--- src/rtl/dispatch_stage_if.sv ---
// Decode-to-reservation-station bus of the two-wide dispatch stage.
// The slave modport is the dispatch stage; the master side feeds pairs and observes the strobes.
interface dispatch_stage_if #(
    parameter int unsigned DATA_W = 76,
    parameter int unsigned N_CPX  = 2,
    parameter int unsigned N_SMP  = 2,
    parameter int unsigned N_FP   = 2,
    parameter int unsigned CNT_W  = 16
);
    logic [DATA_W+1:0]       inst_a;
    logic [DATA_W+1:0]       inst_b;
    logic                    in_valid;
    logic                    in_ready;
    logic                    flush;
    logic [N_CPX-1:0]        cpx_empty;
    logic [N_SMP-1:0]        smp_empty;
    logic [N_FP-1:0]         fp_empty;
    logic [N_CPX*DATA_W-1:0] cpx_data;
    logic [N_CPX-1:0]        cpx_valid;
    logic [N_SMP*DATA_W-1:0] smp_data;
    logic [N_SMP-1:0]        smp_valid;
    logic [N_FP*DATA_W-1:0]  fp_data;
    logic [N_FP-1:0]         fp_valid;
    logic [CNT_W-1:0]        stall_cnt;

    modport master (
        output inst_a, inst_b, in_valid, flush, cpx_empty, smp_empty, fp_empty,
        input  in_ready, cpx_data, cpx_valid, smp_data, smp_valid, fp_data, fp_valid, stall_cnt
    );

    modport slave (
        input  inst_a, inst_b, in_valid, flush, cpx_empty, smp_empty, fp_empty,
        output in_ready, cpx_data, cpx_valid, smp_data, smp_valid, fp_data, fp_valid, stall_cnt
    );
endinterface

--- src/rtl/dispatch_stage.sv ---
// Two-wide in-order dispatch from a 2-slot hold buffer into complex/simple/FP reservation stations,
// with registered per-entry write strobes, partial dispatch, flush and a saturating stall counter.
module dispatch_stage #(
    parameter int unsigned DATA_W = 76,
    parameter int unsigned N_CPX  = 2,
    parameter int unsigned N_SMP  = 2,
    parameter int unsigned N_FP   = 2,
    parameter int unsigned CNT_W  = 16
) (
    input logic             clk,
    input logic             rst_n,
    dispatch_stage_if.slave io
);
    typedef enum logic [1:0] {
        S_EMPTY = 2'd0,
        S_PAIR  = 2'd1,
        S_TAIL  = 2'd2
    } state_e;

    typedef struct packed {
        logic             ok;
        logic [N_CPX-1:0] cpx;
        logic [N_SMP-1:0] smp;
        logic [N_FP-1:0]  fp;
    } alloc_t;

    // One-hot pick of the highest-index available entry for the instruction's class.
    function automatic alloc_t alloc(
        input logic [1:0]       ctrl,
        input logic [N_CPX-1:0] ac,
        input logic [N_SMP-1:0] as,
        input logic [N_FP-1:0]  af
    );
        alloc_t r;
        r = '0;
        case (ctrl)
            2'b11: begin
                for (int unsigned i = 0; i < N_SMP; i++)
                    if (as[i]) begin r.smp = '0; r.smp[i] = 1'b1; end
                if (as == '0)
                    for (int unsigned i = 0; i < N_CPX; i++)
                        if (ac[i]) begin r.cpx = '0; r.cpx[i] = 1'b1; end
            end
            2'b01: begin
                for (int unsigned i = 0; i < N_CPX; i++)
                    if (ac[i]) begin r.cpx = '0; r.cpx[i] = 1'b1; end
            end
            2'b10: begin
                for (int unsigned i = 0; i < N_FP; i++)
                    if (af[i]) begin r.fp = '0; r.fp[i] = 1'b1; end
            end
            default: ;
        endcase
        r.ok = (ctrl == 2'b00) || (|r.cpx) || (|r.smp) || (|r.fp);
        return r;
    endfunction

    state_e                  state_q, state_d;
    logic [DATA_W+1:0]       slot_a_q, slot_a_d;
    logic [DATA_W+1:0]       slot_b_q, slot_b_d;
    logic [N_CPX-1:0]        cpx_valid_q, cpx_valid_d;
    logic [N_SMP-1:0]        smp_valid_q, smp_valid_d;
    logic [N_FP-1:0]         fp_valid_q, fp_valid_d;
    logic [N_CPX*DATA_W-1:0] cpx_data_q, cpx_data_d;
    logic [N_SMP*DATA_W-1:0] smp_data_q, smp_data_d;
    logic [N_FP*DATA_W-1:0]  fp_data_q, fp_data_d;
    logic [CNT_W-1:0]        stall_q, stall_d;

    alloc_t                  al_a, al_b;
    logic [N_CPX-1:0]        avail_cpx, wa_cpx, wb_cpx;
    logic [N_SMP-1:0]        avail_smp, wa_smp, wb_smp;
    logic [N_FP-1:0]         avail_fp, wa_fp, wb_fp;
    logic [DATA_W-1:0]       pay_a, pay_b;
    logic                    held_a, held_b, disp_a, disp_b, drained, ready, accept;

    // The previous edge's write strobes double as the reserve mask: both hold exactly
    // the entries written last cycle and both clear on flush/reset.
    always_comb begin
        avail_cpx = io.cpx_empty & ~cpx_valid_q;
        avail_smp = io.smp_empty & ~smp_valid_q;
        avail_fp  = io.fp_empty  & ~fp_valid_q;

        al_a = alloc(slot_a_q[1:0], avail_cpx, avail_smp, avail_fp);
        al_b = alloc(slot_b_q[1:0], avail_cpx & ~al_a.cpx, avail_smp & ~al_a.smp,
                     avail_fp & ~al_a.fp);

        held_a  = (state_q != S_EMPTY);
        held_b  = (state_q == S_PAIR);
        disp_a  = held_a && al_a.ok;
        disp_b  = held_b && disp_a && al_b.ok;
        drained = (!held_a || disp_a) && (!held_b || disp_b);
        ready   = rst_n && !io.flush && drained;
        accept  = io.in_valid && ready;

        pay_a  = slot_a_q[DATA_W+1:2];
        pay_b  = slot_b_q[DATA_W+1:2];
        wa_cpx = (!io.flush && disp_a) ? al_a.cpx : '0;
        wa_smp = (!io.flush && disp_a) ? al_a.smp : '0;
        wa_fp  = (!io.flush && disp_a) ? al_a.fp  : '0;
        wb_cpx = (!io.flush && disp_b) ? al_b.cpx : '0;
        wb_smp = (!io.flush && disp_b) ? al_b.smp : '0;
        wb_fp  = (!io.flush && disp_b) ? al_b.fp  : '0;
    end

    always_comb begin
        cpx_valid_d = wa_cpx | wb_cpx;
        smp_valid_d = wa_smp | wb_smp;
        fp_valid_d  = wa_fp  | wb_fp;
        cpx_data_d  = '0;
        smp_data_d  = '0;
        fp_data_d   = '0;
        for (int unsigned i = 0; i < N_CPX; i++)
            cpx_data_d[i*DATA_W +: DATA_W] = wa_cpx[i] ? pay_a : (wb_cpx[i] ? pay_b : '0);
        for (int unsigned i = 0; i < N_SMP; i++)
            smp_data_d[i*DATA_W +: DATA_W] = wa_smp[i] ? pay_a : (wb_smp[i] ? pay_b : '0);
        for (int unsigned i = 0; i < N_FP; i++)
            fp_data_d[i*DATA_W +: DATA_W] = wa_fp[i] ? pay_a : (wb_fp[i] ? pay_b : '0);
    end

    always_comb begin
        state_d  = state_q;
        slot_a_d = slot_a_q;
        slot_b_d = slot_b_q;
        stall_d  = stall_q;
        if (io.flush) begin
            state_d = S_EMPTY;
        end else begin
            case (state_q)
                S_EMPTY: ;
                S_PAIR: begin
                    if (disp_a && !disp_b) begin
                        state_d  = S_TAIL;
                        slot_a_d = slot_b_q;
                    end else if (disp_b) begin
                        state_d = S_EMPTY;
                    end
                end
                S_TAIL: if (disp_a) state_d = S_EMPTY;
                default: state_d = S_EMPTY;
            endcase
            if (accept) begin
                state_d  = S_PAIR;
                slot_a_d = io.inst_a;
                slot_b_d = io.inst_b;
            end
            if (held_a && !disp_a && !(&stall_q))
                stall_d = stall_q + CNT_W'(1);
        end
    end

    always_ff @(posedge clk) begin
        if (!rst_n) begin
            state_q     <= S_EMPTY;
            slot_a_q    <= '0;
            slot_b_q    <= '0;
            cpx_valid_q <= '0;
            smp_valid_q <= '0;
            fp_valid_q  <= '0;
            cpx_data_q  <= '0;
            smp_data_q  <= '0;
            fp_data_q   <= '0;
            stall_q     <= '0;
        end else begin
            state_q     <= state_d;
            slot_a_q    <= slot_a_d;
            slot_b_q    <= slot_b_d;
            cpx_valid_q <= cpx_valid_d;
            smp_valid_q <= smp_valid_d;
            fp_valid_q  <= fp_valid_d;
            cpx_data_q  <= cpx_data_d;
            smp_data_q  <= smp_data_d;
            fp_data_q   <= fp_data_d;
            stall_q     <= stall_d;
        end
    end

    assign io.in_ready  = ready;
    assign io.cpx_valid = cpx_valid_q;
    assign io.smp_valid = smp_valid_q;
    assign io.fp_valid  = fp_valid_q;
    assign io.cpx_data  = cpx_data_q;
    assign io.smp_data  = smp_data_q;
    assign io.fp_data   = fp_data_q;
    assign io.stall_cnt = stall_q;
endmodule

--- src/flat_wrapper.sv ---
// flat-port wrapper written by rule: the top's interface ports become plain ports
module dispatch_stage_flat 
#(
    parameter int unsigned DATA_W = 76,
    parameter int unsigned N_CPX  = 2,
    parameter int unsigned N_SMP  = 2,
    parameter int unsigned N_FP   = 2,
    parameter int unsigned CNT_W  = 16
)
  (clk, rst_n, io_inst_a, io_inst_b, io_in_valid, io_flush, io_cpx_empty, io_smp_empty, io_fp_empty, io_in_ready, io_cpx_data, io_cpx_valid, io_smp_data, io_smp_valid, io_fp_data, io_fp_valid, io_stall_cnt);
  dispatch_stage_if #(.DATA_W(DATA_W), .N_CPX(N_CPX), .N_SMP(N_SMP), .N_FP(N_FP), .CNT_W(CNT_W)) io_i ();
  input logic clk;
  input logic rst_n;
  input wire logic [$bits(io_i.inst_a)-1:0] io_inst_a;
  input wire logic [$bits(io_i.inst_b)-1:0] io_inst_b;
  input wire logic [$bits(io_i.in_valid)-1:0] io_in_valid;
  input wire logic [$bits(io_i.flush)-1:0] io_flush;
  input wire logic [$bits(io_i.cpx_empty)-1:0] io_cpx_empty;
  input wire logic [$bits(io_i.smp_empty)-1:0] io_smp_empty;
  input wire logic [$bits(io_i.fp_empty)-1:0] io_fp_empty;
  output wire logic [$bits(io_i.in_ready)-1:0] io_in_ready;
  output wire logic [$bits(io_i.cpx_data)-1:0] io_cpx_data;
  output wire logic [$bits(io_i.cpx_valid)-1:0] io_cpx_valid;
  output wire logic [$bits(io_i.smp_data)-1:0] io_smp_data;
  output wire logic [$bits(io_i.smp_valid)-1:0] io_smp_valid;
  output wire logic [$bits(io_i.fp_data)-1:0] io_fp_data;
  output wire logic [$bits(io_i.fp_valid)-1:0] io_fp_valid;
  output wire logic [$bits(io_i.stall_cnt)-1:0] io_stall_cnt;
  assign io_i.inst_a = io_inst_a;
  assign io_i.inst_b = io_inst_b;
  assign io_i.in_valid = io_in_valid;
  assign io_i.flush = io_flush;
  assign io_i.cpx_empty = io_cpx_empty;
  assign io_i.smp_empty = io_smp_empty;
  assign io_i.fp_empty = io_fp_empty;
  assign io_in_ready = io_i.in_ready;
  assign io_cpx_data = io_i.cpx_data;
  assign io_cpx_valid = io_i.cpx_valid;
  assign io_smp_data = io_i.smp_data;
  assign io_smp_valid = io_i.smp_valid;
  assign io_fp_data = io_i.fp_data;
  assign io_fp_valid = io_i.fp_valid;
  assign io_stall_cnt = io_i.stall_cnt;
  dispatch_stage #(.DATA_W(DATA_W), .N_CPX(N_CPX), .N_SMP(N_SMP), .N_FP(N_FP), .CNT_W(CNT_W)) u_core (.clk(clk), .rst_n(rst_n), .io(io_i));
endmodule
--- config.mk ---
export PLATFORM = sky130hd
export DESIGN_NAME = dispatch_stage_flat
export DESIGN_NICKNAME = d
export VERILOG_FILES = /design/src/rtl/dispatch_stage_if.sv /design/src/rtl/dispatch_stage.sv /design/src/flat_wrapper.sv
export SDC_FILE = /design/constraint.sdc
export NUM_CORES = 1
export LEC_CHECK = 0
export BUFFER_PORTS_ARGS = -buffer_cell sky130_fd_sc_hd__buf_4
export CORE_MARGIN = 2
export CORE_UTILIZATION = 30
export CTS_CLUSTER_SIZE = 10
export DETAILED_ROUTE_END_ITERATION = 12
export PLACE_DENSITY = 0.61
export SYNTH_ARGS = -nofsm -noshare
export SYNTH_HDL_FRONTEND = slang
export SYNTH_SLANG_ARGS = --single-unit
--- constraint.sdc ---
create_clock -name clk -period 5.23 [get_ports clk]
set_input_delay 1.046 -clock clk [delete_from_list [all_inputs] [get_ports clk]]
set_output_delay 1.046 -clock clk [all_outputs]
set_load 0.02 [all_outputs]
==> out/metrics.csv, run 1 <==
stage,metric,value,unit
synth,syn-num-nets,2971,
power_and_ir_drop,cellLeakagePower,0.0136,uW
hold_path,hp-class,reg -> reg,
routing,drtIter0Drc,2060,
die,dieHeight,291,um
timing,slew_headroom,18.2,%
synth,synth.avg_cell_area,8.82,sq um
cells_and_area,drive_gt1_share,27.4,%
routing,antenna_left,0,
place,placement.cell_area,30200,sq um
setup_path,worstSetupPathType,reg -> out,
place,port_buffers,644,
global_routing,grt_util_all_layers,22.9,%
cells_and_area,final_area,32300,sq um
setup_path,cp-start-kind,register,
global_routing,grt_pass1_wl,148000,um
timing,finalHoldViolCount,0,
place,gp_congestion,0.825,
die,row_count,105,
place,pre_cts_ws,1380,ps
timing,final_max_slew_viol_count,0,
synth,yosysSeqAreaShare,51.5,%
cells_and_area,nNetsFinal,3432,
routing,firstDrtPassIters,6,
timing,max_freq,269,MHz
routing,vias,22700,
global_routing,grt_pass1_vias,22300,
timing,finalClockSkew,33.9,ps
cells_and_area,fillers,8188,
timing,worst-slew-pin-transition,1230,ps
setup_path,cp.required,4180,ps
synth,ys_warn_count,0,
die,start_util,30.2,%
setup_path,critPathMaxFanout,10,
timing,period_share,71.0,%
routing,routed_via_density,5.20,
die,die_width,291,um
routing,drt_wl_total,101000,um
cells_and_area,final_util,39.5,%
global_routing,grt_max_degree,100,
timing,rsz0062_at_grt,no,
synth,synthDistinctLibCells,58,
synth,synth-edff-count,0,
timing,setup_viol,0,
clock_network,htreeDepth,3,
timing,min_period,3710,ps
flow_run,cap_violations,0,
clock_network,cts_tree,yes,
routing,drc,0,
global_routing,grt_overflow,0,
setup_path,arrival,2670,ps
synth,ys_seq_elements,636,
die,die_area,84700,sq um
die,num_io_pins,645,
power_and_ir_drop,peakVddDrop,0.000226,V
timing,finalSetupTns,0,ps
clock_network,post_cts_resized,0,
die,coreArea,81800,sq um
clock_network,clk_path_buf_depth,3,
routing,wl_per_cell,23.2,um
clock_network,clk_transition_reported_paths,60,ps
outcome,status,"finished, final reports clean",
synth,synthFlopType,dfxtp_1,
clock_network,cts_buffers,77,
synth,syn_area,24700,sq um
synth,async_flop_share,0,%
global_routing,antenna_found_initial,10,
clock_network,post_cts_buffers,0,
setup_path,endpoint_kind,output port,
synth,syn_inst,2804,
cells_and_area,area_delta_synth_final,30.7,%
clock_network,clk_latency,620,ps
place,dp_hpwl,64800,um
power_and_ir_drop,power_density,324,nW/um^2
timing,layout_setup_ws,1520,ps
clock_network,holdBufCountCts,0,
clock_network,cts_root_buf,clkbuf_16,
clock_network,cts_sinks,636,
-- cell usage after synthesis (2+ instances only) --
| library cell | n | area (sq um) |
|---|---|---|
| buf_6 | 4 | 45.0 |
| nand2_2 | 2 | 12.5 |
| buf_1 | 7 | 26.3 |
| mux2_2 | 77 | 867 |
| a21o_1 | 3 | 22.5 |
| or3_1 | 12 | 75.1 |
| xnor2_1 | 7 | 61.3 |
| nor2_1 | 248 | 931 |
| inv_1 | 162 | 608 |
| nand2_1 | 544 | 2040 |
| o21ai_0 | 11 | 55.1 |
| nand3b_1 | 4 | 30.0 |
| buf_2 | 73 | 365 |
| buf_4 | 15 | 113 |
| dfxtp_1 | 636 | 12700 |
| and2b_1 | 3 | 22.5 |
| nor3_2 | 5 | 50.1 |
| clkbuf_1 | 202 | 758 |
| a211oi_1 | 77 | 578 |
| nand3_1 | 7 | 35.0 |
| a22o_1 | 152 | 1330 |
| a311oi_2 | 20 | 300 |
| o21ai_1 | 4 | 20.0 |
| a22oi_1 | 76 | 571 |
| nand2b_1 | 11 | 68.8 |
| nand4_1 | 10 | 62.6 |
| a311oi_1 | 59 | 517 |
| mux2i_1 | 80 | 801 |
| and3_1 | 4 | 25.0 |
| a21oi_1 | 246 | 1230 |
| o221ai_1 | 3 | 26.3 |
| nor2b_1 | 2 | 12.5 |
| and2_1 | 7 | 43.8 |
| nor4_2 | 3 | 37.5 |
| nor3_1 | 5 | 25.0 |
-- state kept, by name, indices dropped and copies added, names as in the netlist --
name                 flops
u_core.io.cpx_data     152
u_core.io.smp_data     152
u_core.io.cpx_valid      2
u_core.slot_b_q         78
u_core.io.stall_cnt     16
u_core.io.smp_valid      2
u_core.io.fp_valid       2
u_core.state_q           2
u_core.io.fp_data      152
u_core.slot_a_q         78
-- worst max-delay path, stage by stage (launching register included) --
cell	delay, ps
dfxtp_1	600
inv_1	230
nor3_2	420
a21o_1	380
a21oi_1	140
o21a_1	130
buf_4	170
-- area by class of cell --
type | count | area [sq um] | share of cell area [%]
multi-input combinational | 1704 | 10200 | 31.7
timing repair buffer | 683 | 5240 | 16.2
tap | 1070 | 1340 | 4.14
clock buffer | 91 | 2020 | 6.25
antenna | 5 | 12.5 | 0.0387
sequential | 636 | 12700 | 39.4
clock inverter | 10 | 128 | 0.395
inverter | 163 | 614 | 1.90
-- logic make-up (layout without fill, tap and decap cells) --
kind of cell	Yosys count	after routing	share of synthesized area, %
xor+xnor	7	7	0.248
buf+inv	464	947	7.76
flops	636	636	51.5
other cells	0	5	0
mux	157	157	6.75
fa+ha+maj	1	1	0.0506
compound gates	663	663	19.3
simple gates	876	876	14.4
-- layout by cell type (no fill, tap or decap), types with 4 or more instances in the layout --
cell | netlist | routed
a211oi_1 | 77 | 77
a21oi_1 | 246 | 246
a22o_1 | 152 | 152
a22oi_1 | 76 | 76
a311oi_1 | 59 | 59
a311oi_2 | 20 | 20
and2_1 | 7 | 6
buf_12 | 0 | 9
buf_4 | 15 | 673
clkbuf_1 | 202 | 10
clkbuf_16 | 0 | 77
clkbuf_8 | 0 | 4
dfxtp_1 | 636 | 636
diode_2 | 0 | 5
inv_1 | 162 | 162
mux2_2 | 77 | 77
mux2i_1 | 80 | 80
nand2_1 | 544 | 544
nand2b_1 | 11 | 11
nand3_1 | 7 | 5
nand3b_1 | 4 | 4
nand4_1 | 10 | 10
nor2_1 | 248 | 247
nor3_1 | 5 | 5
nor3_4 | 0 | 4
o21ai_0 | 11 | 11
or3_1 | 12 | 10
xnor2_1 | 7 | 7
-- worst paths after layout --
kind | cells past startpoint | start | endpoint | slack, ps
max reg2reg | 7 | u_core.slot_a_q[0] | u_core.slot_a_q[28] | 1860
min | 2 | u_core.io.stall_cnt[13] | u_core.io.stall_cnt[13] | 510
max | 6 | u_core.slot_a_q[0] | io_in_ready | 1520
min reg2reg | 2 | u_core.io.stall_cnt[13] | u_core.io.stall_cnt[13] | 510
-- through the flow --
stage	instances	total power, uW	hold WS [ps]
after floorplan	2804	5490	494
after global placement	4256	5760	496
after detailed placement	4256	5770	498
after CTS	4357	10500	506
after global routing	4362	10800	544
final	4362	10500	508
-- power by group --
| part | internal (uW) | total [uW] | switching (uW) |
|---|---|---|---|
| Sequential | 4930 | 5130 | 206 |
| Combinational | 245 | 540 | 295 |
| Clock | 2750 | 4800 | 2050 |
| Total | 7930 | 10500 | 2550 |
-- metal layers --
metal  GRT usage, %  vias up  wire, um
li1               -    10400         -
met3           6.56      200     10200
met1           29.1    10900     41200
met5              0        -        59
met4           9.21       10      3160
met2           36.6     1215     46700
No activity file was read; power rests on OpenSTA's default activity.
==> run 2, diff against run 1 <==
- clock period: 5.23 -> 3.8 ns (I/O delays scaled with it)
==> out/metrics.csv, run 2 (synthesized netlist as in run 1, its figures left out) <==
stage,metric,value,unit
setup_path,worstSetupPathType,reg -> out,
die,row_count,105,
place,gp_congestion,0.821,
timing,period_share,88.3,%
power_and_ir_drop,p_total,14400,uW
clock_network,post_cts_buffers,0,
timing,setup_viol,0,
global_routing,antenna_found_initial,9,
setup_path,endpoint_kind,output port,
clock_network,clk_transition_reported_paths,60,ps
die,die_area,84700,sq um
routing,wl_per_cell,23.4,um
clock_network,cts_root_buf,clkbuf_16,
setup_path,arrival,2600,ps
clock_network,clk_latency,610,ps
routing,drt_wl_total,102000,um
clock_network,cts_buffers,77,
flow_run,cap_violations,0,
power_and_ir_drop,cellLeakagePower,0.0138,uW
timing,finalHoldViolCount,0,
timing,slew_headroom,41.1,%
routing,firstDrtPassIters,8,
die,die_width,291,um
cells_and_area,final_util,39.9,%
global_routing,grt_max_degree,80,
die,dieHeight,291,um
routing,vias,22700,
cells_and_area,fillers,8094,
timing,min_period,3360,ps
setup_path,path_cells,inv_1 -> nor3_2 -> a21o_1 -> a21oi_1 -> o21a_1 -> buf_4,
cells_and_area,final_cell_mix,"buf_4, dfxtp_1, nand2_1",
setup_path,reg2reg_from,u_core.slot_a_q[0],
global_routing,grt_util_all_layers,23.2,%
clock_network,cts_sinks,636,
routing,drc,0,
setup_path,cp-start-kind,register,
place,port_buffers,644,
routing,antenna_left,0,
place,dp_hpwl,66700,um
setup_path,cp.required,3040,ps
cells_and_area,area_delta_synth_final,32.0,%
die,start_util,30.2,%
setup_path,crit_path_end,io_in_ready,
clock_network,holdBufCountCts,0,
timing,finalClockSkew,24.4,ps
routing,routed_via_density,5.18,
setup_path,rrSetupSlack,950,ps
power_and_ir_drop,peakVddDrop,0.000289,V
timing,max_freq,298,MHz
cells_and_area,drive_gt1_share,27.9,%
timing,final_max_slew_viol_count,0,
global_routing,grt_pass1_wl,149000,um
timing,rsz0062_at_grt,no,
timing,layout_setup_ws,443,ps
timing,worst-slew-pin-transition,883,ps
setup_path,slowest_stage,dfxtp_1,
clock_network,cts_tree,yes,
clock_network,post_cts_resized,0,
die,num_io_pins,645,
routing,drtIter0Drc,1923,
cells_and_area,final_common_cell,buf_4,
power_and_ir_drop,power_density,440,nW/um^2
cells_and_area,nNetsFinal,3451,
setup_path,cpPeakStageDelay,550,ps
setup_path,reg2reg_depth,7,
die,coreArea,81800,sq um
place,pre_cts_ws,540,ps
clock_network,htreeDepth,3,
cells_and_area,seq_area,12700,sq um
setup_path,crit_start,u_core.slot_a_q[0],
outcome,status,"finished, final reports clean",
global_routing,grt_pass1_vias,22000,
hold_path,hp-class,in -> reg,
setup_path,rr_endpoint,u_core.io.smp_data[132],
cells_and_area,multiInputGateArea,10200,sq um
setup_path,critPathMaxFanout,10,
global_routing,grt_overflow,0,
timing,finalSetupTns,0,ps
clock_network,clk_path_buf_depth,3,
-- run 2: changes by cell type in the layout (fill, tap and decap cells not counted) --
cell / before / now
clkbuf_1: 10 / 5
clkbuf_8: 4 / 2
diode_2: 5 / 4
buf_4: 673 / 675
clkinv_2: 2 / 5
buf_12: 9 / 26
-- run 2: power by group --
group / internal (uW) / leakage (uW) / switching (uW)
Combinational: 349 / 0.00764 / 411
Sequential: 6780 / 0.00514 / 278
Clock: 3730 / 0.00103 / 2820
Total: 10900 / 0.0138 / 3510
-- run 2: critical path: cells and delay by family, from the launching register on --
| kind | cells | cell delay, ps |
|---|---|---|
| compound gates | 3 | 730 |
| buf+inv | 2 | 360 |
| simple gates | 1 | 360 |
| flops | 1 | 550 |
-- run 2: per-stage QoR --
step,hold slack (ps),area [sq um],instances
2_1_floorplan,494,24700,2804
3_3_place_gp,490,30500,4275
3_5_place_dp,497,30500,4275
4_1_cts,348,32600,4372
5_1_grt,376,32600,4375
6_report,390,32600,4376
-- run 2: how the worst min path moves through the flow --
stage | from | to | slack [ps] | cells after the start
floorplan | u_core.slot_a_q[69] | u_core.io.fp_data[67] | 490 | 2
global placement | u_core.io.stall_cnt[13] | u_core.io.stall_cnt[13] | 490 | 2
detailed placement | u_core.io.stall_cnt[13] | u_core.io.stall_cnt[13] | 500 | 2
CTS | io_inst_b[23] | u_core.slot_b_q[23] | 350 | 3
global route | io_inst_b[71] | u_core.slot_b_q[71] | 380 | 3
finish | io_inst_b[23] | u_core.slot_b_q[23] | 390 | 3
-- run 2: area by class of cell --
class,instances,share of cell area (%)
antenna,4,0.0307
clock buffer,84,6.05
clock inverter,13,0.437
inverter,163,1.88
multi-input combinational,1704,31.3
sequential,636,39.0
tap,1070,4.10
timing repair buffer,702,17.2
-- run 2: routing by layer --
layer  part of all wire, %  wire length, um  vias to the layer above  global-route usage (%)
met1                    41            42400                    11000                    29.7
met5                 0.057               58                        -                       0
met2                    47            47600                     1132                    37.6
met3                   9.1             9330                      191                    5.85
li1                      -                -                    10400                       -
met4                   3.0             3070                       10                    8.78
